==> config.mk <==
export PLATFORM = sky130hd
export DESIGN_NAME = sram_access_ctrl
export DESIGN_NICKNAME = d
export VERILOG_FILES = /design/src/rtl/sram_access_ctrl.sv
export SDC_FILE = /design/constraint.sdc
export NUM_CORES = 1
export LEC_CHECK = 0
export CAP_MARGIN = 20
export CORE_ASPECT_RATIO = 1.2
export CORE_MARGIN = 2
export CORE_UTILIZATION = 36
export CTS_CLUSTER_DIAMETER = 80
export CTS_CLUSTER_SIZE = 28
export DETAILED_ROUTE_END_ITERATION = 6
export PLACE_DENSITY_LB_ADDON = 0.2
export SYNTH_ARGS = -nofsm -noshare
export SYNTH_HDL_FRONTEND = slang
export SYNTH_SLANG_ARGS = --single-unit
export TNS_END_PERCENT = 1
==> constraint.sdc <==
create_clock -name clk -period 2.65 [get_ports clk]
set_input_delay 0.53 -clock clk [delete_from_list [all_inputs] [get_ports clk]]
set_output_delay 0.53 -clock clk [all_outputs]
set_load 0.02 [all_outputs]
==> src/rtl/sram_access_ctrl.sv <==
`default_nettype none
// ============================================================================
// sram_access_ctrl : 32-bit load/store over a 16-bit SRAM in two timed phases
// Revision 1.0
// ============================================================================
module sram_access_ctrl #(
    parameter int WAIT_CYCLES = 5,
    parameter int BASE_ADDR   = 1024,
    parameter int ADDR_W      = 18
) (
    input  logic              clk,
    input  logic              rst,
    input  logic              rdEn,
    input  logic              wrEn,
    input  logic [31:0]       address,
    input  logic [31:0]       writeData,
    output logic [31:0]       readData,
    output logic              ready,
    output logic [ADDR_W-1:0] sram_addr,
    output logic [15:0]       sram_dq_out,
    output logic              sram_dq_oe,
    input  logic [15:0]       sram_dq_in,
    output logic              sram_we_n
);

    localparam int CNT_W  = $clog2(WAIT_CYCLES);
    localparam int WORD_W = ADDR_W - 1;

    typedef enum logic [1:0] {
        IDLE = 2'd0,
        LOW  = 2'd1,
        HIGH = 2'd2,
        DONE = 2'd3
    } state_t;

    state_t             state;
    state_t             state_next;
    logic [CNT_W-1:0]   cnt;
    logic [CNT_W-1:0]   cnt_next;
    logic               cmd_wr;
    logic               req;
    logic               last;
    logic [WORD_W-1:0]  word_idx;

    assign req      = rdEn | wrEn;
    assign last     = (cnt == CNT_W'(WAIT_CYCLES - 1));
    assign word_idx = WORD_W'((address - 32'(BASE_ADDR)) >> 2);

    always_ff @(posedge clk) begin
        if (rst) begin
            state    <= IDLE;
            cnt      <= '0;
            cmd_wr   <= 1'b0;
            readData <= '0;
        end else begin
            state <= state_next;
            cnt   <= cnt_next;
            if (state == IDLE && req) begin
                cmd_wr <= wrEn;
            end
            // Each half is captured on the final cycle of its phase, after the full wait.
            if (!cmd_wr && last) begin
                if (state == LOW) begin
                    readData[15:0] <= sram_dq_in;
                end
                if (state == HIGH) begin
                    readData[31:16] <= sram_dq_in;
                end
            end
        end
    end

    always_comb begin
        state_next  = state;
        cnt_next    = cnt;
        ready       = 1'b0;
        sram_addr   = '0;
        sram_dq_out = '0;
        sram_dq_oe  = 1'b0;
        sram_we_n   = 1'b1;
        case (state)
            IDLE: begin
                ready = ~req;
                if (req) begin
                    state_next = LOW;
                    cnt_next   = '0;
                end
            end
            LOW: begin
                sram_addr = {word_idx, 1'b0};
                if (cmd_wr) begin
                    sram_dq_oe  = 1'b1;
                    sram_dq_out = writeData[15:0];
                    // Strobe released on the last cycle so address/data hold past it.
                    sram_we_n   = last;
                end
                if (last) begin
                    state_next = HIGH;
                    cnt_next   = '0;
                end else begin
                    cnt_next = cnt + CNT_W'(1);
                end
            end
            HIGH: begin
                sram_addr = {word_idx, 1'b1};
                if (cmd_wr) begin
                    sram_dq_oe  = 1'b1;
                    sram_dq_out = writeData[31:16];
                    sram_we_n   = last;
                end
                if (last) begin
                    state_next = DONE;
                    cnt_next   = '0;
                end else begin
                    cnt_next = cnt + CNT_W'(1);
                end
            end
            DONE: begin
                ready      = 1'b1;
                state_next = IDLE;
            end
            default: begin
                state_next = IDLE;
            end
        endcase
    end

endmodule
`default_nettype wire

==> metrics.yaml <==
run_status: "complete, but fails checks"
failed_checks: "setup timing"
die_w_um: 71.7
diodes: 0
fmax_ghz: 0.377
initial_core_util: 0.373
first_pass_iters: 4
setup_slack_ns: -0.00541
max_stage_delay_ns: 0.58
clock_latency_ns: 0.28
cts_tree: "done"
synth_edf_count: 0
synthArstFlopShare: 0
drc_errors: 0
drt_iter0_drc: 132
cellLeakagePower_nw: 1.55
synth_area_leaders: "dfxtp_1 (38%), nand2_1 (13%), a21oi_1 (9.9%), a22oi_1 (6.5%), ha_1 (5.1%)"
setup_tns_ns: -0.00541
postRouteAntennaNets: 0
max-clock-path-buffers: 2
clockRootBuffer: "clkbuf_8"
worstSetupEndpointType: "output pin"
rows: 29
netlist.area_leader.share: 0.385
min_period_over_period: 1.00
die_height_um: 85.2
wirelength_um: 6630
pre_cts_ws_ns: -0.558
synth_cell_types: 31
postLayoutCellArea_sq_mm: 0.00361
worst_hold_slack_ns: 0.457
slew_viol_final: 0
period_needed_ns: 2.66
grt_max_degree: 39
path_cells: "clkdlybuf4s50_1, or4_4, or3_1, a21oi_2, buf_4"
critical_path_buf_inv_count: 2
critical_path_arrival_ns: 2.13
mostFrequentLayoutCell: "clkdlybuf4s50_1"
drive_gt1_frac: 0.0878
synth_area_sq_mm: 0.00198
hold_buffers: 0
irDropWorstVdd_v: 0.000433
relSlewSlack: 0.475
vias_per_cell: 4.92
grt_pass1_vias: 2257
dp.final_hpwl_um: 4930
p_per_area_mw_per_mm2: 600
ys_warn_count: 0
avgSynthCellArea_sq_um: 7.33
synthCells: 270
fin_skew_ns: 0.00307
path_max_fanout: 4
seq_area_frac_synth: 0.385
area_delta_synth_final_pct: 82.3
gr-total-overflow: 0
total_power_w: 0.00216
synth_area_leader_cell: "dfxtp_1"
cts_buffers: 5
cts_setup_buffers: 0
dpl_cell_area_sq_mm: 0.00346
mostFrequentLayoutCells: "clkdlybuf4s50_1 (105), nand2_1 (70), a21oi_1 (38), dfxtp_1 (38), nor2_1 (26)"
crit_family: "simple AND/OR/NAND/NOR gates"
crit_required_ns: 2.12
setup_viol: 1
rsz0062_at_grt: "true"
via_count: 2323
hold_class: "register to register"
synth_seq_cells: 38
nets: 502
maxCapViolations: 0
h-tree-depth: 2
cts.sinks: 38
worstMarginPinSlew_ns: 0.784
crit_path_top_delay_cell: "or4_4"
gp_congestion: 0.898
wl_per_cell_um: 14.1
syn_nets: 362
path_clk_slew_ns: 0.07
ios: 153
grt_pass1_wl_um: 10400
synthFlopType: "dfxtp_1"
critPathKind: "input port to output pin"
port_buffers: 137
start_kind: "input port"
core_area_sq_mm: 0.00530
antenna_found_initial: 0
die_area_sq_mm: 0.00611
grtUsageTotal: 0.212
hold_viol_final: 0
worst reg2reg max path, delay by kind of cell, from the launching register on:
family / cells / cell delay, ns
compound gates: 1 / 0.09
flops: 1 / 0.32
simple gates: 2 / 0.90
buf+inv: 2 / 0.24
fa+ha+maj: 1 / 0.18
cell usage after synthesis, types with 4 or more instances:
| cell type | number |
|---|---|
| a22oi_1 | 17 |
| dfxtp_1 | 38 |
| buf_2 | 4 |
| clkbuf_1 | 13 |
| and2_1 | 8 |
| a21oi_1 | 39 |
| nand2_1 | 70 |
| o21ai_0 | 5 |
| nor2_1 | 26 |
| ha_1 | 8 |
| inv_1 | 7 |
power by group:
| part | switching (W) | internal [W] | leakage [nW] |
|---|---|---|---|
| combinational | 0.000572 | 0.000475 | 1.19 |
| sequential | 0.0000222 | 0.000599 | 0.307 |
| clock | 0.000195 | 0.000301 | 0.0573 |
cell type report:
class	count	area, sq um
Timing Repair Buffer	153	1490
Tap cell	62	77.6
Clock inverter	1	30.0
Multi-Input combinational cell	205	1140
Clock buffer	6	82.6
Inverter	7	26.3
Fill cell	474	1690
Sequential cell	38	761
cells by family after synthesis:
family / after synthesis / share of synthesized area
mux: 2 / 0.0101
buf+inv: 27 / 0.0595
xor+xnor: 2 / 0.00886
simple gates: 125 / 0.285
flops: 38 / 0.385
fa+ha+maj: 8 / 0.0506
compound gates: 68 / 0.202
per-layer routing:
| metal | track usage | part of all wire |
|---|---|---|
| met1 | 0.245 | 0.40 |
| met2 | 0.392 | 0.54 |
| met3 | 0.0451 | 0.045 |
| met4 | 0.0532 | 0.011 |
| met5 | 0 | 0 |
path summary, 6_finish.rpt:
check,end,startpoint,depth (start not counted),slack (ns)
max,sram_addr[14],address[11],5,-0.005
min,readData[8],readData[8],2,0.46
max reg2reg,readData[27],state[0],6,0.79
min reg2reg,readData[8],readData[8],2,0.46
flip-flops by register name, summed over array words and instances (netlist names):
register	cells
cmd_wr	1
state	2
readData	32
cnt	3
metrics by stage:
step                      utilization  instances
after floorplan                     -        270
after global placement          0.652        465
after detailed placement        0.652        465
after CTS                       0.671        472
after global routing            0.681        472
final                           0.681        472
timing repair:
| action | 4_1_cts | 5_1_grt |
|---|---|---|
| hold endpoints to repair | 0 | 0 |
| pin swaps | 0 | 3 |
| gates resized for setup | 34 | 25 |
| setup endpoints to repair | 23 | 23 |
| cloned | 0 | 0 |
(Power assumes the default switching activity.)
